<file path="config.mk">
export PLATFORM = sky130hd
export DESIGN_NAME = pc_seq_ctrl_flat
export DESIGN_NICKNAME = d
export VERILOG_FILES = /design/src/rtl/pc_seq_ctrl_if.sv /design/src/rtl/pc_seq_ctrl.sv /design/src/flat_wrapper.sv
export SDC_FILE = /design/constraint.sdc
export NUM_CORES = 1
export LEC_CHECK = 0
export CORE_MARGIN = 2
export CORE_UTILIZATION = 28
export CTS_CLUSTER_DIAMETER = 50
export DETAILED_ROUTE_END_ITERATION = 7
export PLACE_DENSITY = 0.89
export SLEW_MARGIN = 10
export SYNTH_ARGS = -nofsm -noshare
export SYNTH_HDL_FRONTEND = slang
export SYNTH_SLANG_ARGS = --single-unit
</file>
<file path="constraint.sdc">
create_clock -name clock -period 2.6 [get_ports clock]
set_input_delay 0.52 -clock clock [delete_from_list [all_inputs] [get_ports clock]]
set_output_delay 0.52 -clock clock [all_outputs]
set_load 0.05 [all_outputs]
</file>
<file path="src/rtl/pc_seq_ctrl_if.sv">
// rtl/pc_seq_ctrl_if.sv - decoder/PC-register signal bundle for the PC sequencing controller
interface pc_seq_ctrl_if;
    logic       instr_valid;
    logic [2:0] op_class;
    logic [8:0] target;
    logic       skip_cond;
    logic [7:0] wr_data;
    logic       wake;
    logic [8:0] pc_cur;
    logic       pc_load;
    logic       pc_push;
    logic       pc_pop;
    logic       pc_write_en;
    logic       pc_out_en;
    logic [8:0] pc_addr_in;
    logic [7:0] pc_data_in;
    logic       flush;
    logic       sleeping;
    logic [1:0] stack_depth;
    logic       stk_ovf;
    logic       stk_unf;

    modport master (
        input  instr_valid, op_class, target, skip_cond, wr_data, wake, pc_cur,
        output pc_load, pc_push, pc_pop, pc_write_en, pc_out_en, pc_addr_in, pc_data_in,
        output flush, sleeping, stack_depth, stk_ovf, stk_unf
    );

    modport slave (
        output instr_valid, op_class, target, skip_cond, wr_data, wake, pc_cur,
        input  pc_load, pc_push, pc_pop, pc_write_en, pc_out_en, pc_addr_in, pc_data_in,
        input  flush, sleeping, stack_depth, stk_ovf, stk_unf
    );
endinterface

</file>
<file path="src/rtl/pc_seq_ctrl.sv">
// rtl/pc_seq_ctrl.sv - PC/stack sequencing FSM (RUN/FLUSH/SLEEP); STACK_GUARD_EN traps stack faults
module pc_seq_ctrl #(
    parameter int         STACK_DEPTH = 2,
    parameter logic [8:0] TRAP_VECTOR = 9'h1FF
) (
    input  logic          clock,
    input  logic          reset,
    pc_seq_ctrl_if.master bus
);
    typedef enum logic [1:0] {ST_RUN, ST_FLUSH, ST_SLEEP} state_t;

    localparam logic [2:0] OP_GOTO   = 3'd1;
    localparam logic [2:0] OP_CALL   = 3'd2;
    localparam logic [2:0] OP_RETURN = 3'd3;
    localparam logic [2:0] OP_SKIP   = 3'd4;
    localparam logic [2:0] OP_SLEEP  = 3'd5;
    localparam logic [2:0] OP_WRPCL  = 3'd6;
    localparam logic [2:0] OP_RDPCL  = 3'd7;
    localparam logic [1:0] DEPTH_MAX = 2'(STACK_DEPTH);

    state_t     state, state_nxt;
    logic [1:0] depth, depth_nxt;
    logic       ovf, unf, ovf_set, unf_set;
    logic       load, push, pop, wr_en, out_en, flush, sleeping;
    logic [8:0] addr;
    logic [7:0] data;

`ifndef STACK_GUARD_EN
    logic unused_trap;
    assign unused_trap = ^TRAP_VECTOR;
`endif

    always_ff @(posedge clock) begin
        if (reset) begin
            state <= ST_RUN;
            depth <= 2'd0;
            ovf   <= 1'b0;
            unf   <= 1'b0;
        end else begin
            state <= state_nxt;
            depth <= depth_nxt;
            ovf   <= ovf | ovf_set;
            unf   <= unf | unf_set;
        end
    end

    // A hold is expressed as a load of the current PC, since the register increments by default.
    always_comb begin
        state_nxt = state;
        depth_nxt = depth;
        ovf_set   = 1'b0;
        unf_set   = 1'b0;
        load      = 1'b0;
        push      = 1'b0;
        pop       = 1'b0;
        wr_en     = 1'b0;
        out_en    = 1'b0;
        flush     = 1'b0;
        sleeping  = 1'b0;
        addr      = bus.pc_cur;
        data      = 8'h00;
        if (!reset) begin
            case (state)
                ST_RUN: begin
                    if (!bus.instr_valid) begin
                        load = 1'b1;
                    end else begin
                        case (bus.op_class)
                            OP_GOTO: begin
                                load      = 1'b1;
                                addr      = bus.target;
                                state_nxt = ST_FLUSH;
                            end
                            OP_CALL: begin
                                state_nxt = ST_FLUSH;
                                if (depth == DEPTH_MAX) begin
                                    ovf_set = 1'b1;
`ifdef STACK_GUARD_EN
                                    load = 1'b1;
                                    addr = TRAP_VECTOR;
`else
                                    push = 1'b1;
                                    data = bus.target[7:0];
`endif
                                end else begin
                                    push      = 1'b1;
                                    data      = bus.target[7:0];
                                    depth_nxt = depth + 2'd1;
                                end
                            end
                            OP_RETURN: begin
                                state_nxt = ST_FLUSH;
                                if (depth == 2'd0) begin
                                    unf_set = 1'b1;
`ifdef STACK_GUARD_EN
                                    load = 1'b1;
                                    addr = TRAP_VECTOR;
`else
                                    pop = 1'b1;
`endif
                                end else begin
                                    pop       = 1'b1;
                                    depth_nxt = depth - 2'd1;
                                end
                            end
                            OP_SKIP: begin
                                if (bus.skip_cond) state_nxt = ST_FLUSH;
                            end
                            OP_SLEEP: begin
                                load      = 1'b1;
                                state_nxt = ST_SLEEP;
                            end
                            OP_WRPCL: begin
                                wr_en     = 1'b1;
                                data      = bus.wr_data;
                                state_nxt = ST_FLUSH;
                            end
                            OP_RDPCL: out_en = 1'b1;
                            default: ;
                        endcase
                    end
                end
                ST_FLUSH: begin
                    flush     = 1'b1;
                    state_nxt = ST_RUN;
                end
                ST_SLEEP: begin
                    sleeping = 1'b1;
                    load     = 1'b1;
                    if (bus.wake) state_nxt = ST_RUN;
                end
                default: state_nxt = ST_RUN;
            endcase
        end
    end

    assign bus.pc_load     = load;
    assign bus.pc_push     = push;
    assign bus.pc_pop      = pop;
    assign bus.pc_write_en = wr_en;
    assign bus.pc_out_en   = out_en;
    assign bus.pc_addr_in  = addr;
    assign bus.pc_data_in  = data;
    assign bus.flush       = flush;
    assign bus.sleeping    = sleeping;
    assign bus.stack_depth = depth;
    assign bus.stk_ovf     = ovf;
    assign bus.stk_unf     = unf;
endmodule

</file>
<file path="src/flat_wrapper.sv">
// flat-port wrapper written by rule: the top's interface ports become plain ports
module pc_seq_ctrl_flat 
#(
    parameter int         STACK_DEPTH = 2,
    parameter logic [8:0] TRAP_VECTOR = 9'h1FF
)
  (clock, reset, bus_instr_valid, bus_op_class, bus_target, bus_skip_cond, bus_wr_data, bus_wake, bus_pc_cur, bus_pc_load, bus_pc_push, bus_pc_pop, bus_pc_write_en, bus_pc_out_en, bus_pc_addr_in, bus_pc_data_in, bus_flush, bus_sleeping, bus_stack_depth, bus_stk_ovf, bus_stk_unf);
  pc_seq_ctrl_if bus_i ();
  input  logic clock;
  input  logic reset;
  input wire logic [$bits(bus_i.instr_valid)-1:0] bus_instr_valid;
  input wire logic [$bits(bus_i.op_class)-1:0] bus_op_class;
  input wire logic [$bits(bus_i.target)-1:0] bus_target;
  input wire logic [$bits(bus_i.skip_cond)-1:0] bus_skip_cond;
  input wire logic [$bits(bus_i.wr_data)-1:0] bus_wr_data;
  input wire logic [$bits(bus_i.wake)-1:0] bus_wake;
  input wire logic [$bits(bus_i.pc_cur)-1:0] bus_pc_cur;
  output wire logic [$bits(bus_i.pc_load)-1:0] bus_pc_load;
  output wire logic [$bits(bus_i.pc_push)-1:0] bus_pc_push;
  output wire logic [$bits(bus_i.pc_pop)-1:0] bus_pc_pop;
  output wire logic [$bits(bus_i.pc_write_en)-1:0] bus_pc_write_en;
  output wire logic [$bits(bus_i.pc_out_en)-1:0] bus_pc_out_en;
  output wire logic [$bits(bus_i.pc_addr_in)-1:0] bus_pc_addr_in;
  output wire logic [$bits(bus_i.pc_data_in)-1:0] bus_pc_data_in;
  output wire logic [$bits(bus_i.flush)-1:0] bus_flush;
  output wire logic [$bits(bus_i.sleeping)-1:0] bus_sleeping;
  output wire logic [$bits(bus_i.stack_depth)-1:0] bus_stack_depth;
  output wire logic [$bits(bus_i.stk_ovf)-1:0] bus_stk_ovf;
  output wire logic [$bits(bus_i.stk_unf)-1:0] bus_stk_unf;
  assign bus_i.instr_valid = bus_instr_valid;
  assign bus_i.op_class = bus_op_class;
  assign bus_i.target = bus_target;
  assign bus_i.skip_cond = bus_skip_cond;
  assign bus_i.wr_data = bus_wr_data;
  assign bus_i.wake = bus_wake;
  assign bus_i.pc_cur = bus_pc_cur;
  assign bus_pc_load = bus_i.pc_load;
  assign bus_pc_push = bus_i.pc_push;
  assign bus_pc_pop = bus_i.pc_pop;
  assign bus_pc_write_en = bus_i.pc_write_en;
  assign bus_pc_out_en = bus_i.pc_out_en;
  assign bus_pc_addr_in = bus_i.pc_addr_in;
  assign bus_pc_data_in = bus_i.pc_data_in;
  assign bus_flush = bus_i.flush;
  assign bus_sleeping = bus_i.sleeping;
  assign bus_stack_depth = bus_i.stack_depth;
  assign bus_stk_ovf = bus_i.stk_ovf;
  assign bus_stk_unf = bus_i.stk_unf;
  pc_seq_ctrl #(.STACK_DEPTH(STACK_DEPTH), .TRAP_VECTOR(TRAP_VECTOR)) u_core (.clock(clock), .reset(reset), .bus(bus_i));
endmodule
</file>
==> metrics.csv <==
metric,value,unit
status,completed,
ys_warn_count,0,
clock_skew,0.002536,ns
avgSynthCellArea,7.886,um^2
clkSlewWorstSetupHoldPaths,0.04,ns
crit_arrival,1.97,ns
pre_cts_ws,-0.06018,ns
max-slew-margin-rel,0.6579,
netlist_instances,76,
ctsHoldBuffers,0,
coreArea,1982,um^2
wl_per_cell,15.62,um
async_flop_share,0,
grt_pass1_wl,4.478,mm
dp_hpwl,2.139,mm
pin_count,62,
syn-num-nets,110,
met2WireLength,1.426,mm
grt.overflow.total,0,
yosysMostFrequentCell,nor2_1,
hold_path_class,flop to flop,
tns,0,ns
setup_viol,0,
placed_cells,169,
drc,0,
yosys.area.top_type_share,0.2004,
wl_met3,310,um
drtAntennaViolNets,0,
fmax,0.4014,GHz
required,2.08,ns
rsz0062_at_grt,no,
die_y,50.27,um
place.gp.congestion,0.7985,
grt_start_max_net_pins,15,
drive_gt1_frac,0.3446,
grt_usage,0.2346,
synth_area,599.3,um^2
cts_buffers,3,
antenna_cells,0,
cts_tree,done,
synth_cell_types,26,
end_kind,output port,
nFillCells,106,
cts_root_buf,clkbuf_4,
setup_slack,0.1090,ns
final_hold_viol_count,0,
routed_via_density,5.177,
synthTopCellsByArea,"dfxtp_1 20%, mux2_2 17%, mux2i_1 13%",
synthFlopType,dfxtp_1,
top_layer_used,met4,
slew_viol_final,0,
finalCritPeriodShare,0.9581,
synth_common_cells,"13 x nor2_1, 9 x mux2_2, 8 x mux2i_1",
worstSetupStartpointType,primary input,
path_max_fanout,9,
path_common_cell,buf_4,
finalPower,419.8,uW
dieArea,2527,um^2
area_growth,172.2,%
min_period,2.491,ns
drt_iter0_markers,24,
vias,906,
rows,16,
cpPeakStageDelay,0.50,ns
antenna_found_initial,0,
totalWireLength,2.733,mm
ys_ff_latch,6,
cap_violations,0,
worstMarginPinSlew,0.5116,ns
worst-setup-path-type,primary input to output port,
ir_drop,0.0001809,V
portBuffers,61,
cts_max_path_buffers,2,
finalNetCount,184,
synth-edff-count,0,
die_w,50.27,um
final_cells,175,
cts_num_sinks,6,
power.density,257.3,nW/um^2
grt_pass1_vias,992,
crit_chain,clkdlybuf4s50_1 -> buf_4 -> nand3b_1 -> buf_4 -> nor2_1 -> buf_12,
worst_hold_slack,0.4756,ns
slowest_stage,clkdlybuf4s50_1,
initial_core_util,0.3024,
synth_area_leader_cell,dfxtp_1,
wirelength_met1,940,um
p_leak,0.6768,nW
synth.yosys.seq_area_share,0.2004,
drtPass1Iterations,4,
clk_latency,0.24,ns
ctsHtreeMaxLevel,1,
==> timing repair <==
| item | CTS | global route |
|---|---|---|
| resized for setup | 6 | 0 |
| hold endpoints to repair | 0 | 0 |
| buffers inserted | 2 | 0 |
| endpoints found under the setup margin | 9 | 0 |
==> sequential cells by signal (all words and copies together), names as in the netlist <==
| name | flops |
|---|---|
| u_core.bus.stk_ovf | 1 |
| u_core.bus.stack_depth | 2 |
| u_core.state | 2 |
| u_core.bus.stk_unf | 1 |
==> final timing paths <==
path	cells past startpoint	to	startpoint	slack (ns)
setup reg to reg	3	u_core.bus.stack_depth[1]$_SDFFE_PP0P_	u_core.state[0]$_SDFFE_PP0P_	0.94
hold reg to reg	2	u_core.bus.stk_unf$_SDFF_PP0_	u_core.bus.stk_unf$_SDFF_PP0_	0.48
setup / recovery	6	bus_pc_data_in[6]	bus_op_class[0]	0.11
hold / removal	2	u_core.bus.stk_unf$_SDFF_PP0_	u_core.bus.stk_unf$_SDFF_PP0_	0.48
==> layer usage <==
metal / vias up / GRT usage
li1: 420 / -
met1: 411 / 0.2351
met2: 69 / 0.4430
met3: 6 / 0.08333
met4: 0 / 0.07407
met5: - / 0
==> power breakdown <==
group | switching (mW) | leakage [nW] | internal (mW)
Combinational | 0.110 | 0.614 | 0.129
Sequential | 0.00344 | 0.0486 | 0.0947
Clock | 0.0311 | 0.0138 | 0.0520
==> layout make-up <==
| type | instances | area (um^2) | area share |
|---|---|---|---|
| repair buffers | 73 | 970.9 | 0.5951 |
| multi-input cells | 62 | 469.2 | 0.2876 |
| flip-flops and latches | 6 | 120.1 | 0.07362 |
| well taps | 27 | 33.78 | 0.02071 |
| clock buffers | 3 | 22.52 | 0.01380 |
| inverters | 4 | 15.01 | 0.009202 |
==> metrics by stage <==
step | utilization | area [um^2]
after global placement | 0.7809 | 1548
after global routing | 0.8232 | 1632
after floorplan | - | 599.3
after detailed placement | 0.7809 | 1548
after CTS | 0.8232 | 1632
final | 0.8232 | 1632
==> critical path: cells and delay by family <==
| kind | cells | cell delay, ns |
|---|---|---|
| buf+inv | 4 | 1.05 |
| simple gates | 2 | 0.38 |
==> cell families after synthesis <==
kind of cell | after synthesis | synth area share
XOR/XNOR | 1 | 0.01462
buffers and inverters | 8 | 0.05218
flip-flops | 6 | 0.2004
AND/OR/NAND/NOR | 33 | 0.3194
AO/OA/AOI/OAI | 11 | 0.1107
multiplexers | 17 | 0.3027
==> layout by cell type (no fill, tap or decap), types with 2 or more instances in the layout <==
master and count:
clkdlybuf4s50_1 35, buf_12 25, nor2_1 13, buf_4 10, mux2i_1 8, mux2_2 8
dfxtp_1 6, nand2b_1 5, inv_1 4, o21ai_0 4, nor3_1 3, a21oi_1 3
clkbuf_4 3, nand2_1 2, and2_1 2, or4_1 2, dlygate4sd2_1 2
No activity file was read; power rests on OpenSTA's default activity.
